`src/rtl/car_warning_pkg.sv`:
```
// Shared types and default parameter values for the car warning controller.
package car_warning_pkg;

  typedef enum logic [1:0] {
    ST_IDLE      = 2'd0,
    ST_CHIME_ON  = 2'd1,
    ST_CHIME_OFF = 2'd2,
    ST_MUTED     = 2'd3
  } state_t;

  localparam int DEF_N_DOORS     = 4;
  localparam int DEF_N_SEATS     = 2;
  localparam int DEF_DEB_CYCLES  = 4;
  localparam int DEF_CHIME_ON    = 8;
  localparam int DEF_CHIME_OFF   = 8;
  localparam int DEF_CHIME_LIMIT = 3;

endpackage

```
`src/rtl/input_debounce.sv`:
```
// Per-bit debouncer: a bit's filtered value follows its raw value only after
// DEB_CYCLES consecutive edges on which the two differ.
module input_debounce #(
  parameter int               WIDTH      = 1,
  parameter int               DEB_CYCLES = 4,
  parameter logic [WIDTH-1:0] RST_VAL    = '0
) (
  input  logic             Clk,
  input  logic             Reset,
  input  logic [WIDTH-1:0] i_raw,
  output logic [WIDTH-1:0] o_filt
);

  localparam int             CW   = (DEB_CYCLES > 1) ? $clog2(DEB_CYCLES) : 1;
  localparam logic [CW-1:0]  LAST = CW'(DEB_CYCLES - 1);

  logic [CW-1:0]    r_cnt [WIDTH];
  logic [WIDTH-1:0] r_filt;

  // NOTE: the counter array is only a few flops per bit, so it is reset like
  // ordinary registers; a held input must re-qualify from zero after reset.
  always_ff @(posedge Clk) begin
    if (Reset) begin
      r_filt <= RST_VAL;
      for (int i = 0; i < WIDTH; i++) r_cnt[i] <= '0;
    end else begin
      for (int i = 0; i < WIDTH; i++) begin
        if (i_raw[i] == r_filt[i]) begin
          r_cnt[i] <= '0;
        end else if (r_cnt[i] == LAST) begin
          r_filt[i] <= i_raw[i];
          r_cnt[i]  <= '0;
        end else begin
          r_cnt[i] <= r_cnt[i] + 1'b1;
        end
      end
    end
  end

  assign o_filt = r_filt;

endmodule

```
`src/rtl/car_warning_ctrl.sv`:
```
// Car warning controller: debounced door/belt/ignition switches drive a pulsed
// chime; door chimes never mute, belt-only chimes mute after CHIME_LIMIT periods.
module car_warning_ctrl
  import car_warning_pkg::*;
#(
  parameter int N_DOORS     = DEF_N_DOORS,
  parameter int N_SEATS     = DEF_N_SEATS,
  parameter int DEB_CYCLES  = DEF_DEB_CYCLES,
  parameter int CHIME_ON    = DEF_CHIME_ON,
  parameter int CHIME_OFF   = DEF_CHIME_OFF,
  parameter int CHIME_LIMIT = DEF_CHIME_LIMIT
) (
  input  logic               Clk,
  input  logic               Reset,
  input  logic               Ignition,
  input  logic [N_DOORS-1:0] DoorClose,
  input  logic [N_SEATS-1:0] SeatBelt,
  input  logic [N_SEATS-1:0] SeatOccupied,
  output logic               Alarm,
  output logic               DoorWarn,
  output logic               BeltWarn,
  output logic               BeltMuted
);

  localparam int TMAX = (CHIME_ON > CHIME_OFF) ? CHIME_ON : CHIME_OFF;
  localparam int TW   = $clog2(TMAX + 1);
  localparam int PW   = $clog2(CHIME_LIMIT + 1);
  localparam logic [TW-1:0] T_ON  = TW'(CHIME_ON - 1);
  localparam logic [TW-1:0] T_OFF = TW'(CHIME_OFF - 1);
  localparam logic [PW-1:0] P_LIM = PW'(CHIME_LIMIT);

  logic                 w_ign_f;
  logic [N_DOORS-1:0]   w_door_f;
  logic [N_SEATS-1:0]   w_belt_f;
  logic [N_SEATS-1:0]   w_occ_f;
  logic                 w_door;
  logic                 w_belt;
  logic [PW-1:0]        w_pcnt_inc;

  state_t        r_state;
  logic [TW-1:0] r_timer;
  logic [PW-1:0] r_pcnt;
  logic          r_alarm;
  logic          r_muted;
  logic          r_door_warn;
  logic          r_belt_warn;

  input_debounce #(.WIDTH(1), .DEB_CYCLES(DEB_CYCLES), .RST_VAL(1'b0)) u_deb_ign (
    .Clk(Clk), .Reset(Reset), .i_raw(Ignition), .o_filt(w_ign_f)
  );

  input_debounce #(.WIDTH(N_DOORS), .DEB_CYCLES(DEB_CYCLES), .RST_VAL({N_DOORS{1'b1}})) u_deb_door (
    .Clk(Clk), .Reset(Reset), .i_raw(DoorClose), .o_filt(w_door_f)
  );

  input_debounce #(.WIDTH(2*N_SEATS), .DEB_CYCLES(DEB_CYCLES), .RST_VAL('0)) u_deb_seat (
    .Clk(Clk), .Reset(Reset), .i_raw({SeatOccupied, SeatBelt}), .o_filt({w_occ_f, w_belt_f})
  );

  assign w_door     = w_ign_f & ~(&w_door_f);
  assign w_belt     = w_ign_f & (|(w_occ_f & ~w_belt_f));
  assign w_pcnt_inc = (r_pcnt == P_LIM) ? r_pcnt : r_pcnt + 1'b1;

  // Alarm and BeltMuted are registered alongside the state so they never glitch.
  // NOTE: every register here uses <= so all updates see pre-edge values.
  always_ff @(posedge Clk) begin
    if (Reset) begin
      r_state     <= ST_IDLE;
      r_timer     <= '0;
      r_pcnt      <= '0;
      r_alarm     <= 1'b0;
      r_muted     <= 1'b0;
      r_door_warn <= 1'b0;
      r_belt_warn <= 1'b0;
    end else begin
      r_door_warn <= w_door;
      r_belt_warn <= w_belt;
      r_alarm     <= 1'b0;
      r_muted     <= 1'b0;
      if (!w_door && !w_belt) begin
        r_state <= ST_IDLE;
      end else begin
        case (r_state)
          ST_IDLE: begin
            r_state <= ST_CHIME_ON;
            r_timer <= T_ON;
            r_pcnt  <= '0;
            r_alarm <= 1'b1;
          end
          ST_CHIME_ON: begin
            if (r_timer == '0) begin
              r_state <= ST_CHIME_OFF;
              r_timer <= T_OFF;
            end else begin
              r_timer <= r_timer - 1'b1;
              r_alarm <= 1'b1;
            end
          end
          ST_CHIME_OFF: begin
            if (r_timer != '0) begin
              r_timer <= r_timer - 1'b1;
            end else if (w_door) begin
              r_state <= ST_CHIME_ON;
              r_timer <= T_ON;
              r_pcnt  <= '0;
              r_alarm <= 1'b1;
            end else if (w_pcnt_inc == P_LIM) begin
              r_state <= ST_MUTED;
              r_pcnt  <= w_pcnt_inc;
              r_muted <= 1'b1;
            end else begin
              r_state <= ST_CHIME_ON;
              r_timer <= T_ON;
              r_pcnt  <= w_pcnt_inc;
              r_alarm <= 1'b1;
            end
          end
          default: begin
            // Reaching here means belt or door is active; door restarts chiming.
            if (w_door) begin
              r_state <= ST_CHIME_ON;
              r_timer <= T_ON;
              r_pcnt  <= '0;
              r_alarm <= 1'b1;
            end else begin
              r_muted <= 1'b1;
            end
          end
        endcase
      end
    end
  end

  assign Alarm     = r_alarm;
  assign BeltMuted = r_muted;
  assign DoorWarn  = r_door_warn;
  assign BeltWarn  = r_belt_warn;

endmodule

```
`config.mk`:
```
export PLATFORM = sky130hd
export DESIGN_NAME = car_warning_ctrl
export DESIGN_NICKNAME = d
export VERILOG_FILES = /design/src/rtl/car_warning_pkg.sv /design/src/rtl/input_debounce.sv /design/src/rtl/car_warning_ctrl.sv
export SDC_FILE = /design/constraint.sdc
export NUM_CORES = 1
export LEC_CHECK = 0
export CORE_UTILIZATION = 55
export CTS_CLUSTER_SIZE = 12
export DETAILED_ROUTE_END_ITERATION = 10
export PLACE_DENSITY = 0.76
export SETUP_SLACK_MARGIN = 0.2
export SYNTH_ARGS = -nofsm -noshare
export SYNTH_HDL_FRONTEND = slang
export SYNTH_SLANG_ARGS = --single-unit
```
`constraint.sdc`:
```
create_clock -name Clk -period 2.2 [get_ports Clk]
set_clock_uncertainty 0.05 [all_clocks]
set_input_delay 0.55 -clock Clk [delete_from_list [all_inputs] [get_ports Clk]]
set_output_delay 0.55 -clock Clk [all_outputs]
set_load 0.02 [all_outputs]
```
### After elaboration in Yosys (flattened, before gate mapping)

Memories as Yosys holds them, arrays and structs flattened.
Cells that the tools add are included.

| storage, ports and cells | value |
|---|---|
| flip-flop bits (word level) | 21 |
| RAM bits | 18 |
| bits of input ports | 11 |
| output and inout bits | 4 |
| logic and storage cells | 281 |
| memories kept | 3 |

Memories:

| name | words | bits a word | rd ports | clocked after memory_dff | wr ports | line | text |
|---|---|---|---|---|---|---|---|
| u_deb_door.r_cnt | 4 | 2 | 4 | 0 | 4 | input_debounce.sv:17 | `logic [CW-1:0] r_cnt [WIDTH];` |
| u_deb_seat.r_cnt | 4 | 2 | 4 | 0 | 4 | input_debounce.sv:17 |  |
| u_deb_ign.r_cnt | 1 | 2 | 1 | 0 | 1 | input_debounce.sv:17 |  |

| cells by class | value |
|---|---|
| add/sub/neg operators | 11 |
| equality and inequality tests | 25 |
| muxes and demuxes | 159 |
| bitwise logic cells | 40 |
| reduce and logical (&&, ||, !) cells | 27 |

Operator list:

| cell | number |
|---|---|
| $mux W1 | 113 |
| $mux W2 | 36 |
| $eq A2 B2 Y1 const B | 12 |
| $or A1 B1 Y1 | 24 |
| $add A2 B1 Y2 const B | 10 |
| $mux W4 | 5 |
| $reduce_and A2 Y1 | 9 |
| $not A1 Y1 | 12 |
| $pmux W2 S3 | 2 |
| $pmux W4 S3 | 1 |
| $reduce_or A2 Y1 | 6 |
| $eq A1 B1 Y1 | 9 |
| $reduce_and A4 Y1 | 2 |
| $reduce_bool A4 Y1 | 2 |
| $reduce_and A3 Y1 | 2 |
| $logic_not A4 Y1 | 1 |
| $ne A2 B2 Y1 const B | 2 |
| $ne A4 B4 Y1 const B | 1 |
| $sub A4 B1 Y4 const B | 1 |
| $pmux W1 S3 | 1 |
| $reduce_bool A3 Y1 | 1 |
| $and A1 B1 Y1 | 2 |
| $and A2 B2 Y2 | 1 |
| $eq A2 B1 Y1 const B | 1 |
| other kinds (5) | 6 |

### Longest topological paths before layout

| logic depth | value |
|---|---|
| depth after elaboration | 8 |
| depth in mapped cells | 8 |
| depth with buffers taken out | 7 |

### Hierarchy

A second synthesis with hierarchy kept.

| unflattened totals | value |
|---|---|
| cells, all modules | 166 |
| area, all modules | 1920.6 um2 |

By module, submodules not included:

| module | times used | cells each | area an instance (um2) |
|---|---|---|---|
| car_warning_ctrl | 1 | 80 | 676.9 |
| input_debounce (u_deb_door) | 1 | 38 | 555.5 |
| input_debounce (u_deb_seat) | 1 | 38 | 548.0 |
| input_debounce (u_deb_ign) | 1 | 10 | 140.1 |

### Least setup slack after synthesis

Ideal clock, no wire load.

| timing path | value |
|---|---|
| path type | register to register |
| from | register r_state[0] |
| to | register r_timer[1] |
| setup time | 0.086 ns |
| arrival time | 1.725 ns |
| required time | 2.064 ns |
| slack | 0.340 ns |
| cell stages (with the launch flop) | 9 |
| buffers on the path | 1 |
| clock period less this slack | 1.860 ns |
| cells stage by stage | dfxtp_1 inv_1 ha_1 clkbuf_1 or2_2 nor2_1 o31a_1 nor2_1 a211oi_1 |

| on the way | value |
|---|---|
| word-level cells in the longest chain between the ends | 3 |
| elaborated cells between the ends (all ways) | 7 |

Ends and longest elaborated chain:

| item | line | text |
|---|---|---|
| start, declared | car_warning_ctrl.sv:40 | `state_t r_state;` |
| start signal, assigned | car_warning_ctrl.sv:68 | `r_state <= ST_IDLE;` |
| start signal, assigned | car_warning_ctrl.sv:81 | `r_state <= ST_IDLE;` |
| start signal, assigned | car_warning_ctrl.sv:85 | `r_state <= ST_CHIME_ON;` |
| $eq A2 B2 Y1 (tied with other cells) | car_warning_ctrl.sv:83 | `case (r_state)` |
| $ne A4 B4 Y1 (no source line) or $reduce_bool A4 Y1 (tied branches) | n/a |  |
| $reduce_and A3 Y1 (no source line) | n/a |  |
| end signal, assigned | car_warning_ctrl.sv:95 | `r_timer <= r_timer - 1'b1;` |
| end signal, assigned | car_warning_ctrl.sv:101 | `r_timer <= r_timer - 1'b1;` |
| end, declared | car_warning_ctrl.sv:41 | `logic [TW-1:0] r_timer;` |

Several ways; a longest one is shown, not always the timed one.
A chain may end at the register's enable or synchronous reset.

### Final worst setup path

| timing path | value |
|---|---|
| from | register r_state[1] |
| to | register r_timer[1] |

Same word-level chain as after synthesis.

==> impl_metrics.tcl <==
set metrics [dict create \
    clock-root-buffer "clkbuf_4" \
    synth_area_leaders "edfxtp_1, dfxtp_1, ha_1" \
    start_util 0.599 \
    hp-class "reg2reg" \
    synth_top_flop_cell "dfxtp_1" \
    h-tree-depth 2 \
    maxSlewHeadroom 0.659 \
    crit_type "reg2reg" \
    critPathRequiredTime_ns 2.41 \
    grt_setup_unrepaired "true" \
    clock_latency_ns 0.34 \
    period_minus_slack_ns 1.93 \
    startpoint_type "register" \
    synthCells 184 \
    cts_tree "built" \
    grt-ovfl-total 0 \
    die_h_um 60.6 \
    routed_wl_mm 3.22 \
    port_buffers 14 \
    finalMaxSlewViolations 0 \
    min_from "r_pcnt[0]" \
    cts_hold_buffers 0 \
    worstReg2RegStart "r_state[1]" \
    pre_cts_slack_ns 0.191 \
    synth-edff-count 18 \
    synth_warnings 0 \
    route.detailed.wl_per_inst_um 12.2 \
    drt_iter0_markers 86 \
    synth_top_area_share 0.286 \
    drv_cap 0 \
    status "completed" \
    setup_slack_ns 0.274 \
    synth_area_mm2 0.00189 \
    final_cell_mix "nor2_1, dfxtp_1, edfxtp_1, conb_1, clkdlybuf4s50_1" \
    nFillCells 241 \
    final_common_cell "nor2_1" \
    syn2layout_area_growth_pct 18.9 \
    cts.sinks 39 \
    cp_max_fo 6 \
    finalCritPeriodShare 0.875 \
    vias 1397 \
    setup_tns_ns 0 \
    fmax_mhz 519 \
    grt_pass1_wl_mm 5.46 \
    dp_hpwl_mm 2.34 \
    r2r_end "r_timer[1]" \
    yosysTopAreaCell "edfxtp_1" \
    grt_max_degree 29 \
    nets 246 \
    firstDrtPassIters 4 \
    rrSetupSlack_ns 0.27 \
    diodes 0 \
    num_rows 20 \
    ys_ff_latch 39 \
    power_density_mw_per_mm2 585 \
    p_leak_nw 0.903 \
    dieArea_mm2 0.00367 \
    synth.avg_cell_area_um2 10.3 \
    worstPathArrival_ns 2.14 \
    async_flop_share 0 \
    drt_drc_violations_left 0 \
    path_clk_slew_ns 0.11 \
    clockBufferDepth 2 \
    gp_congestion 0.860 \
    die_x_um 60.6 \
    worstMarginPinSlew_ns 0.507 \
    setup_violations 0 \
    core_area_mm2 0.00315 \
    grt_pass1_vias 1335 \
    yosys.cell_types.count 37 \
    io_pins 15 \
    rr_worst_depth 7 \
    hold_depth 2 \
    hold_path_end "r_pcnt[0]" \
    numCtsBuffers 5 \
    globalRouteTotalUtil 0.207 \
    viasPerCell 5.27 \
    antenna_found_initial 0 \
    ant_nets 0 \
    drive_gt1_frac 0.0905 \
    setup.worst_path.end_class "register" \
    ys_seq_area_frac 0.509 \
    finalHoldViolCount 0 \
    peakVddDrop_mv 0.411 \
    final_util 0.713 \
]
[timing repair]
| item | in CTS | in global routing |
|---|---|---|
| resized for setup | 1 | 9 |
| endpoints found under the setup margin | 3 | 8 |
| setup buffers | 1 | 1 |
| endpoints found under the hold margin | 0 | 0 |
| cloned | 0 | 0 |
| pin swaps | 1 | 3 |
[power by group]
part	leakage (nW)	internal [mW]	switching, mW
clock	0.0263	0.117	0.225
sequential	0.356	0.796	0.0205
combinational	0.521	0.0786	0.0760
total	0.903	0.992	0.322
[Yosys cell counts, types with 3 or more instances]
library cell / number
nor2_1: 34
dfxtp_1: 21
edfxtp_1: 18
ha_1: 15
inv_1: 14
or3_1: 9
xnor2_1: 9
nor2b_1: 7
o21ai_0: 7
mux2i_1: 5
nand2_1: 5
a211o_1: 4
a211oi_1: 4
a21oi_1: 4
clkbuf_1: 4
o31ai_1: 3
[logic make-up after synthesis]
kind of cell | count (synthesis) | synth area share
and+or+nand+nor | 65 | 0.169
buffers and inverters | 19 | 0.0377
DFF | 39 | 0.509
AOI/OAI and AO/OA | 31 | 0.115
muxes | 5 | 0.0265
xor gates and xnor gates | 9 | 0.0417
adders and majority gates | 15 | 0.0993
other | 1 | 0.00198
[flip-flops by register name, indices dropped and copies added, names as in the netlist]
name	count
BeltMuted	1
u_deb_door.r_cnt	8
r_timer	4
Alarm	1
r_pcnt	2
r_state	2
BeltWarn	1
DoorWarn	1
u_deb_ign.r_cnt	2
u_deb_door.o_filt	4
u_deb_seat.o_filt	4
u_deb_seat.r_cnt	8
u_deb_ign.o_filt	1
[per-stage QoR]
stage / cells / cell area, um2 / hold slack [ns] / power [mW]
after detailed placement: 255 / 2150 / 0.438 / 0.980
after CTS: 264 / 2210 / 0.455 / 1.32
after global routing: 265 / 2250 / 0.490 / 1.38
after global placement: 255 / 2150 / 0.425 / 0.969
after floorplan: 201 / 1950 / 0.405 / 0.928
final: 265 / 2250 / 0.457 / 1.31
[critical path, cell delays in order (launching register included)]
cell      delay (ns)
dfxtp_1         0.41
inv_1           0.14
ha_1            0.25
or2_2           0.33
nor2_2          0.15
o31a_1          0.23
nor2_1          0.07
a211oi_1        0.21
[final cells by class]
cell class              instances  area (um2)  share of cell area
flip-flops and latches         39         963               0.429
multi-input cells             143         948               0.422
repair buffers                 17         175              0.0780
well taps                      44        55.1              0.0245
inverters                      14        52.6              0.0234
clock buffers                   5        37.5              0.0167
clock inverters                 3        15.0             0.00668
[metal layers]
metal	share of wire	GRT usage	vias up
met5	0	0	-
met4	0.028	0.120	0
met3	0.039	0.0661	9
met2	0.50	0.363	27
met1	0.43	0.218	662
li1	-	-	699
[worst max-delay path by stage]
stage	start	endpoint	slack [ns]
after floorplan	r_state[0]	r_timer[1]	0.34
after global placement	r_timer[0]	r_pcnt[1]	0.27
after detailed placement	r_timer[0]	r_pcnt[1]	0.19
after CTS	r_timer[0]	r_timer[0]	0.23
after global routing	r_state[1]	r_timer[1]	0.17
final	r_state[1]	r_timer[1]	0.27
Power figures use the tool's default switching activity.
